### src/rtl/prog_loader_spi.sv
// prog_loader_spi: loads a checksummed SPI program frame into instruction memory and releases the core when verified
module prog_loader_spi (
    input  logic       clk,
    input  logic       rst,
    input  logic       spi_sck,
    input  logic       spi_mosi,
    input  logic       spi_cs_n,
    output logic       wr_en,
    output logic [3:0] wr_addr,
    output logic [7:0] wr_data,
    output logic       core_run,
    output logic       load_err,
    output logic [2:0] state_dbg
);
    localparam logic [2:0] S_IDLE   = 3'd0;
    localparam logic [2:0] S_HEADER = 3'd1;
    localparam logic [2:0] S_DATA   = 3'd2;
    localparam logic [2:0] S_CHECK  = 3'd3;
    localparam logic [2:0] S_DONE   = 3'd4;
    localparam logic [2:0] S_ERROR  = 3'd5;

    logic [1:0] sck_s_q, sck_s_d, mosi_s_q, mosi_s_d, cs_s_q, cs_s_d, vld_q, vld_d;
    logic       sck_p_q, sck_p_d, cs_p_q, cs_p_d, armed_q, armed_d, wr_en_q, wr_en_d;
    logic [7:0] shift_q, shift_d, sum_q, sum_d, wr_data_q, wr_data_d;
    logic [2:0] bit_q, bit_d, state_q, state_d;
    logic [3:0] cnt_q, cnt_d, addr_q, addr_d, wr_addr_q, wr_addr_d;
    logic       sck_rise, cs_rise, cs_fall, shifting, byte_done;
    logic [7:0] byte_val;

    // A cs_n fall only counts once cs_n has been seen high from the pin after reset,
    // so a reset in mid-frame cannot restart the load from the reset-forced sync level.
    assign sck_rise  = sck_s_q[1] & ~sck_p_q;
    assign cs_rise   = cs_s_q[1] & ~cs_p_q;
    assign cs_fall   = ~cs_s_q[1] & cs_p_q & armed_q;
    assign shifting  = sck_rise & ~cs_s_q[1];
    assign byte_val  = {shift_q[6:0], mosi_s_q[1]};
    assign byte_done = shifting & (bit_q == 3'd7);

    always_comb begin
        sck_s_d   = {sck_s_q[0], spi_sck};
        mosi_s_d  = {mosi_s_q[0], spi_mosi};
        cs_s_d    = {cs_s_q[0], spi_cs_n};
        sck_p_d   = sck_s_q[1];
        cs_p_d    = cs_s_q[1];
        vld_d     = {vld_q[0], 1'b1};
        armed_d   = armed_q | (vld_q[1] & cs_s_q[1]);
        shift_d   = shifting ? byte_val : shift_q;
        bit_d     = shifting ? bit_q + 3'd1 : bit_q;
        state_d   = state_q;
        cnt_d     = cnt_q;
        addr_d    = addr_q;
        sum_d     = sum_q;
        wr_en_d   = 1'b0;
        wr_addr_d = wr_addr_q;
        wr_data_d = wr_data_q;
        case (state_q)
            S_HEADER: if (byte_done) begin
                state_d = (byte_val[7:4] == 4'hA) ? S_DATA : S_ERROR;
                cnt_d   = byte_val[3:0];
            end
            S_DATA: if (byte_done) begin
                wr_en_d   = 1'b1;
                wr_addr_d = addr_q;
                wr_data_d = byte_val;
                sum_d     = sum_q + byte_val;
                addr_d    = addr_q + 4'd1;
                state_d   = (addr_q == cnt_q) ? S_CHECK : S_DATA;
            end
            S_CHECK: if (byte_done) state_d = (byte_val == sum_q) ? S_DONE : S_ERROR;
            S_DONE:  if (byte_done) state_d = S_ERROR;
            default: ;
        endcase
        // The completed byte is resolved first; a cs_n rise still aborts an unfinished frame.
        if (cs_rise && (state_d inside {S_HEADER, S_DATA, S_CHECK})) state_d = S_ERROR;
        if (cs_fall && (state_q inside {S_IDLE, S_DONE, S_ERROR})) begin
            state_d = S_HEADER;
            bit_d   = 3'd0;
            addr_d  = 4'd0;
            sum_d   = 8'd0;
        end
    end

    always_ff @(posedge clk) begin
        if (rst) begin
            sck_s_q   <= 2'b00;
            mosi_s_q  <= 2'b00;
            cs_s_q    <= 2'b11;
            sck_p_q   <= 1'b0;
            cs_p_q    <= 1'b1;
            vld_q     <= 2'b00;
            armed_q   <= 1'b0;
            shift_q   <= 8'd0;
            bit_q     <= 3'd0;
            state_q   <= S_IDLE;
            cnt_q     <= 4'd0;
            addr_q    <= 4'd0;
            sum_q     <= 8'd0;
            wr_en_q   <= 1'b0;
            wr_addr_q <= 4'd0;
            wr_data_q <= 8'd0;
        end else begin
            sck_s_q   <= sck_s_d;
            mosi_s_q  <= mosi_s_d;
            cs_s_q    <= cs_s_d;
            sck_p_q   <= sck_p_d;
            cs_p_q    <= cs_p_d;
            vld_q     <= vld_d;
            armed_q   <= armed_d;
            shift_q   <= shift_d;
            bit_q     <= bit_d;
            state_q   <= state_d;
            cnt_q     <= cnt_d;
            addr_q    <= addr_d;
            sum_q     <= sum_d;
            wr_en_q   <= wr_en_d;
            wr_addr_q <= wr_addr_d;
            wr_data_q <= wr_data_d;
        end
    end

    assign wr_en     = wr_en_q;
    assign wr_addr   = wr_addr_q;
    assign wr_data   = wr_data_q;
    assign core_run  = state_q == S_DONE;
    assign load_err  = state_q == S_ERROR;
    assign state_dbg = state_q;
endmodule

### config.mk
export PLATFORM = sky130hd
export DESIGN_NAME = prog_loader_spi
export DESIGN_NICKNAME = d
export VERILOG_FILES = /design/src/rtl/prog_loader_spi.sv
export SDC_FILE = /design/constraint.sdc
export NUM_CORES = 1
export LEC_CHECK = 0
export ABC_AREA = 1
export CORE_MARGIN = 4
export CORE_UTILIZATION = 60
export DETAILED_ROUTE_END_ITERATION = 16
export PLACE_DENSITY = 0.91
export SLEW_MARGIN = 15
export SYNTH_ARGS = -nofsm -noshare
export SYNTH_HDL_FRONTEND = slang
export SYNTH_SLANG_ARGS = --single-unit
### constraint.sdc
create_clock -name clk -period 3.1 [get_ports clk]
set_input_delay 0.465 -clock clk [delete_from_list [all_inputs] [get_ports clk]]
set_output_delay 0.465 -clock clk [all_outputs]
set_load 0.01 [all_outputs]
# Yosys cells after proc, flatten, opt, wreduce, memory -nomap -nowiden
# Cells that the tools add are included.
word_totals:
  out_inout_bits: 18
  regBits: 53
op_classes:
  add_sub_neg: 3
  bitwise_logic: 12
  eq_ne: 12
  reduce_logical: 10
  mux: 12
ops:
  columns: ["op", "n"]
  rows:
  - ["$mux 3", 6]
  - ["$eq 3x2->1 const B", 4]
  - ["$pmux 3 s4", 1]
  - ["$eq 3x3->1 const B", 3]
  - ["$add 8x8->8", 1]
  - ["$eq 8x8->1", 1]
  - ["$and 1x1->1", 7]
  - ["$eq 3x1->1 const B", 2]
  - ["$reduce_bool 3->1", 2]
  - ["$mux 1", 5]
  - ["$add 4x1->4 const B", 1]
  - ["$eq 4x4->1", 1]
  - ["$eq 4x4->1 const B", 1]
  - ["$not 1->1", 4]
  - ["$reduce_and 2->1", 2]
  - ["$reduce_or 2->1", 2]
  - ["$add 3x1->3 const B", 1]
  - ["$logic_not 3->1", 1]
  - ["$reduce_or 3->1", 1]
  - ["$logic_and 1x1->1", 2]
  - ["$or 1x1->1", 1]

# Logic depth before layout (Yosys ltp)
# Gate-level depths: netlist (run 1).
logic_depth:
  ltp_word: 11
  depth_mapped: 11
  depth_no_buf: 10

# Least setup slack after synthesis (run 1)
# No wires, ideal clock.
synth_timing:
  path_type: "reg-to-reg"
  start: "register mosi_s_q[1]"
  end: "register sum_q[6]"
  required_time_ns: 2.985
  setup_ns: 0.115
  arrival_time_ns: 1.426
  path_stages_with_launch: 10
  n_path_buf: 0
  slack_ns: 1.558
  path_cell_list: "dfxtp_1 ha_1 inv_1 fa_1 inv_1 nand4_1 nand3_1 xor2_1 o21ai_0 inv_1"
synth_between:
  elab_chain_cells: 1
synth_lines:
  columns: ["item", "line_no", "rtl"]
  rows:
  - ["from (decl)", "22", "logic [1:0] sck_s_q, sck_s_d, mosi_s_q, mosi_s_d, cs_s_q, cs_s_d, vld_q, vld_d;"]
  - ["from (signal assigned)", "103", "mosi_s_q <= mosi_s_d;"]
  - ["$add 8x8->8", "65", "sum_d = sum_q + byte_val;"]
  - ["to (signal assigned)", "114", "sum_q <= sum_d;"]
  - ["to (decl)", "24", "logic [7:0] shift_q, shift_d, sum_q, sum_d, wr_data_q, wr_data_d;"]
# Every way passes these cells.
# A chain may end at the register's enable or synchronous reset.

# Final worst setup path (run 1)
layout_timing:
  start: "register state_q[2], in the netlist state_dbg[2]"
  end: "output port load_err"
layout_between:
  elab_chain_cells: 1
layout_lines:
  columns: ["item", "line_no", "rtl"]
  rows:
  - ["from (decl)", "25", "logic [2:0] bit_q, bit_d, state_q, state_d;"]
  - ["from (signal assigned)", "111", "state_q <= state_d;"]
  - ["$eq 3x3->1", "125", "assign load_err = state_q == S_ERROR;"]
  - ["to (decl)", "12", "output logic load_err,"]
# Every way passes these cells.

==> results of run 1 <==
[registers in the layout, indices dropped and copies added, names as in the netlist, 3 cells and up]
register	count
wr_data	8
addr_q	4
wr_addr	4
state_dbg	3
shift_q	7
sum_q	8
cnt_q	4
bit_q	3
[through the flow]
step                      area [µm²]  power [µW]
final                           2740        1260
after global routing            2740        1300
after CTS                       2740        1260
after detailed placement        2620         802
after global placement          2620         799
after floorplan                 2380         771
[layout by cell type (no fill, tap or decap), types with 2 or more instances in the layout]
master,synthesis,layout
nor2_4,2,2
nand2_1,43,43
dfxtp_1,53,53
ha_1,10,10
inv_1,43,43
or2_2,2,2
clkbuf_8,0,5
nor2_1,37,37
o21ai_0,35,35
a21oi_1,36,36
nand3_1,14,14
clkdlybuf4s50_1,0,22
inv_2,3,3
a21o_1,2,2
xor2_1,6,6
o21ai_1,2,2
a31oi_1,2,2
nand4_1,5,5
[routing by layer]
metal / GRT usage (%) / routed length (µm)
met1: 25.5 / 2290
met2: 32.4 / 2200
met3: 5.82 / 249
met4: 8.35 / 81
met5: 0 / 0
[logic make-up (layout without fill, tap and decap cells)]
kind of cell / after synthesis / in the layout / share of synthesized area (%)
adder cells (fa/ha/maj): 11 / 11 / 6.09
AO/OA/AOI/OAI: 79 / 79 / 17.1
buffers and inverters: 55 / 77 / 9.19
flip-flops: 53 / 53 / 44.5
AND/OR/NAND/NOR: 108 / 108 / 20.5
XOR/XNOR: 7 / 7 / 2.57
[final cells by class]
type                       instances  area (µm²)
tap                               48        60.1
sequential                        53        1060
inverter                          46         173
multi-input combinational        205        1100
fill                             307        1010
clock buffer                       6        72.6
clock inverter                     2        38.8
timing repair buffer              23         228
[power by group through the flow]
stage / clock [µW] / combinational (µW) / sequential (µW)
floorplan: 0 / 54.1 / 717
global placement: 0 / 81.5 / 717
detailed placement: 0 / 84.1 / 717
CTS: 475 / 84.7 / 701
global route: 504 / 94.1 / 704
finish: 469 / 84.9 / 702
[how the worst max path moves through the flow]
stage | to | slack [ns] | cells past startpoint
after global placement | wr_data[1]$_SDFFE_PP0P_ | 1.03 | 4
final | load_err | 1.05 | 3
after floorplan | sum_q[6]$_SDFFE_PP0P_ | 1.56 | 9
after global routing | addr_q[1]$_SDFFE_PP0P_ | 0.87 | 7
after CTS | addr_q[1]$_SDFFE_PP0P_ | 1.03 | 7
after detailed placement | wr_addr[2]$_SDFFE_PP0P_ | 0.93 | 4
[worst max-delay path, stage by stage, from the launching register on]
cell,delay [ns]
dfxtp_1,0.44
inv_1,0.15
nor2_1,0.14
clkdlybuf4s50_1,0.55
==> metrics.txt, run 1 <==
Leak=about 0.0012 µW; share of cells above drive strength 1=under 10%; Final setup viols=0; routability congestion estimate=between 0.8 and 0.9; fmax=488 MHz; Starting Density=63.6%; logic gate share of total power=under 10%; max-slew violations=0; H-tree depth=2; CTS tree=done; clk sinks=between 50 and 60; Rows=22; internal power=969 µW; reg2reg setup slack=about 1.1 ns; vias per std cell=about 5.3; worst r2r src=bit_q[0]$_SDFFE_PP0P_; Least-Margin Pin Slew=0.623 ns; DP HPWL=between 3000 and 4000 µm; switching power=~290 µW; setup bufs post-CTS=0; cell area power density=~460 mW/mm²; HP Start=vld_q[0]$_DFF_P_; First-pass DRT Iterations=4; syn avg cell area=~7.6 µm²; top post-synthesis cells by count=53 x dfxtp_1, 43 x inv_1, 43 x nand2_1, 37 x nor2_1, 36 x a21oi_1; max_slew headroom=around three fifths; asr flop ratio synth=0%; DIE AREA=slightly above 0.005 mm²; WL per Instance=between 10 and 15 µm; 1st-iter DRT viols=between 200 and 250; final core utilization=between 70% and 80%; Final nets=350; crit end category=output pin; most common cell in the synthesized netlist=dfxtp_1; Hold Path Depth=2; PostCTS Resize Cnt=0; Top FF cell, synth=dfxtp_1; Clock Tree Buf Depth=2; via count=just over 2000; Cell Area, Synth=roughly 0.0024 mm²; WHS=between 0.4 and 0.5 ns; Period minus WS final=about 2.0 ns; area leader, netlist=dfxtp_1; VDD IR max=~0.00033 V; R2R Path End=addr_q[1]$_SDFFE_PP0P_; post-route ant nets=0; distinct cell type count after synthesis=29; Final Skew=approximately 0.0050 ns; Final Instance Count excl. Fillers=~380; CTS Hold Buffers Added=0; clock share of power=37.4%; placed cell count=375; RSZ-0062 raised after global routing=no; Worst-Skew Late Latency=0.31 ns; Cells after Synth=between 300 and 400; Reg power frac=a little under three fifths; #FFs+latches synth=53; total congestion overflow=0; worst setup path class=flop to output pin; Max-Cap Viols=0; minimum setup slack after placement=between 0.9 and 1 ns; Final period util=between 60 and 70%; Post-Route WL=~4800 µm; Synth-to-Final Area Change=14.8%; Worst-path clk slew=around 0.090 ns; Ys Warns=0; post-synth top area share=44.5%; GRT Total Usage=between 20% and 30%; worst endpoint required time=about 2.6 ns; first-pass GRT wire length=8150 µm; Remaining DRCs=0; synth top area cells=dfxtp_1 45%, a21oi_1 7.6%, o21ai_0 7.4%, inv_1 6.8%, nand2_1 6.8%; Mapped Nets=329; Crit Path Max Fanout=7; switch share=between 20% and 30%; Die W=between 70 and 80 µm; final hold vios=0; Vert. Die Dim=71.0 µm; Core Region=between 0.003 and 0.004 mm²; setup ws final=~1.1 ns; IO Port Bufs=22; Post-synth EDFFs=0; Inserted Clock Buffers=5; initial antenna violation count=0; Hold EP=vld_q[1]$_SDFF_PP0_; worst r2r path cells=7; Critical path origin=state_dbg[2]$_SDFF_PP0_; I/O pin count=23; ANT cells=0; sequential-to-total area share from yosys stat=44.5%; hold crit path type=flop to flop; vias in the first global route=around 1900; Critical Path AT=approximately 1.6 ns; Startpoint Class=flop; Root Buffer=clkbuf_8; largest net degree at the start of global routing=29; TNS Setup=0 ns; status=completed
(Power assumes the default switching activity.)
==> run 2: changes to the inputs <==
--- a/config.mk
+++ b/config.mk
@@ -7,9 +7,9 @@
 export LEC_CHECK = 0
 export ABC_AREA = 1
 export CORE_MARGIN = 4
-export CORE_UTILIZATION = 60
+export CORE_UTILIZATION = 56
 export DETAILED_ROUTE_END_ITERATION = 16
-export PLACE_DENSITY = 0.91
+export PLACE_DENSITY = 0.86
 export SLEW_MARGIN = 15
 export SYNTH_ARGS = -nofsm -noshare
 export SYNTH_HDL_FRONTEND = slang
==> constraint.sdc (replaced) <==
create_clock -name clk -period 2.1 [get_ports clk]
set_input_delay 0.315 -clock clk [delete_from_list [all_inputs] [get_ports clk]]
set_output_delay 0.315 -clock clk [all_outputs]
set_load 0.01 [all_outputs]
==> metrics.txt, run 2 (synthesis results as in run 1) <==
setup bufs post-CTS=0; HP Start=sck_s_q[0]$_SDFF_PP0_; Final period util=88.9%; R2R Path End=sum_q[5]$_SDFFE_PP0P_; final hold vios=0; share of cells above drive strength 1=just under 6%; Final Skew=approximately 0.011 ns; post-route ant nets=0; max-slew violations=0; initial antenna violation count=0; Clock Tree Buf Depth=2; Die W=73.2 µm; first-pass GRT wire length=about 8400 µm; worst endpoint required time=about 1.8 ns; Final setup viols=0; worst r2r src=bit_q[0]$_SDFFE_PP0P_; total congestion overflow=0; Worst-Skew Late Latency=approximately 0.31 ns; placed cell count=380; DP HPWL=3470 µm; vias in the first global route=between 2000 and 2500; clk sinks=53; First-pass DRT Iterations=5; DRT met1 WL=between 2000 and 2500 µm; Final Instance Count excl. Fillers=approximately 390; IO Port Bufs=22; TNS Setup=0 ns; I/O pin count=23; Critical Path AT=around 1.6 ns; Max-Cap Viols=0; WL per Instance=between 10 and 15 µm; Remaining DRCs=0; uppermost routed layer=met4; Starting Density=a little under 60%; CTS Hold Buffers Added=0; PostCTS Resize Cnt=0; worst r2r path cells=9; via count=slightly above 2000; Root Buffer=clkbuf_8; DIE AREA=roughly 0.0054 mm²; Hold Path Depth=2; cell area power density=668 mW/mm²; commonest non-fill, non-tap cells in the layout=53 x dfxtp_1, 43 x inv_1, 43 x nand2_1; VDD IR max=approximately 0.0005 V; Startpoint Class=flop; CTS tree=done; Hold EP=sck_s_q[1]$_SDFF_PP0_; Vert. Die Dim=about 73 µm; Rows=23; Synth-to-Final Area Change=15.5%; vias per std cell=roughly 5.4; routability congestion estimate=around 0.84; WL met2=roughly 2400 µm; Inserted Clock Buffers=5; Post-Route WL=~5000 µm; hold crit path type=flop to flop; 1st-iter DRT viols=roughly 140; routed wl met3=between 200 and 250 µm; H-tree depth=2; Least-Margin Pin Slew=around 0.63 ns; Core Region=approximately 0.004 mm²; worst setup path class=flop to output pin; Crit Path Max Fanout=7; max_slew headroom=between 50 and 60%; Final nets=353; Worst-path clk slew=around 0.10 ns; minimum setup slack after placement=around 0.36 ns; Leak=0.00124 µW; reg2reg setup slack=0.24 ns; Period minus WS final=approximately 1.9 ns; RSZ-0062 raised after global routing=no; GRT Total Usage=approximately a fifth; ANT cells=0; largest net degree at the start of global routing=24; status=completed; setup ws final=approximately 0.23 ns; crit end category=output pin; fmax=between 500 and 600 MHz; commonest non-fill, non-tap cell in the layout=dfxtp_1
run 2: worst max path at each step:
stage | start | end
2_1_floorplan | mosi_s_q[1]$_SDFF_PP0_ | sum_q[6]$_SDFFE_PP0P_
3_3_place_gp | bit_q[0]$_SDFFE_PP0P_ | sum_q[7]$_SDFFE_PP0P_
3_5_place_dp | rst | wr_data[3]$_SDFFE_PP0P_
4_1_cts | state_dbg[2]$_SDFF_PP0_ | load_err
5_1_grt | state_dbg[2]$_SDFF_PP0_ | load_err
6_report | state_dbg[2]$_SDFF_PP0_ | load_err
run 2: worst max-delay path, cell delays in order (launching register included):
cell and delay [ns]:
dfxtp_1 0.44, inv_1 0.14, nor2_1 0.12, clkdlybuf4s50_1 0.54
run 2: layout make-up:
cell class | instances | area [µm²]
fill | 337 | 1310
multi-input combinational | 205 | 1100
sequential | 53 | 1060
timing repair buffer | 26 | 250
inverter | 46 | 173
clock buffer | 5 | 68.8
tap | 50 | 62.6
clock inverter | 2 | 35.0
run 2: stage by stage:
stage | instance area, µm² | power (µW) | hold WS (ns) | util, %
finish | 2750 | 1840 | 0.403 | 67.8
global route | 2750 | 1890 | 0.420 | 67.8
CTS | 2750 | 1850 | 0.411 | 67.8
detailed placement | 2650 | 1190 | 0.399 | 65.3
global placement | 2650 | 1180 | 0.392 | 65.3
floorplan | 2380 | 1140 | 0.388 | -
run 2: report_power, final:
part | switching (µW) | total (µW) | internal, µW
Clock | 327 | 674 | 347
Sequential | 15.1 | 1040 | 1020
Combinational | 75.7 | 130 | 53.9
run 2: metal layers:
| metal | GRT usage, % | vias to the layer above |
|---|---|---|
| met5 | 0 | - |
| met4 | 7.99 | 0 |
| met3 | 5.51 | 7 |
| met2 | 33.6 | 62 |
| met1 | 23.9 | 940 |
| li1 | - | 1064 |
==> run 3: changes to the inputs <==
--- a/config.mk
+++ b/config.mk
@@ -6,6 +6,7 @@
 export NUM_CORES = 1
 export LEC_CHECK = 0
 export ABC_AREA = 1
+export CAP_MARGIN = 20
 export CORE_MARGIN = 4
 export CORE_UTILIZATION = 56
 export DETAILED_ROUTE_END_ITERATION = 16
==> results of run 3 <==
No change in the layout: final DEF, timing and power equal those of run 2.
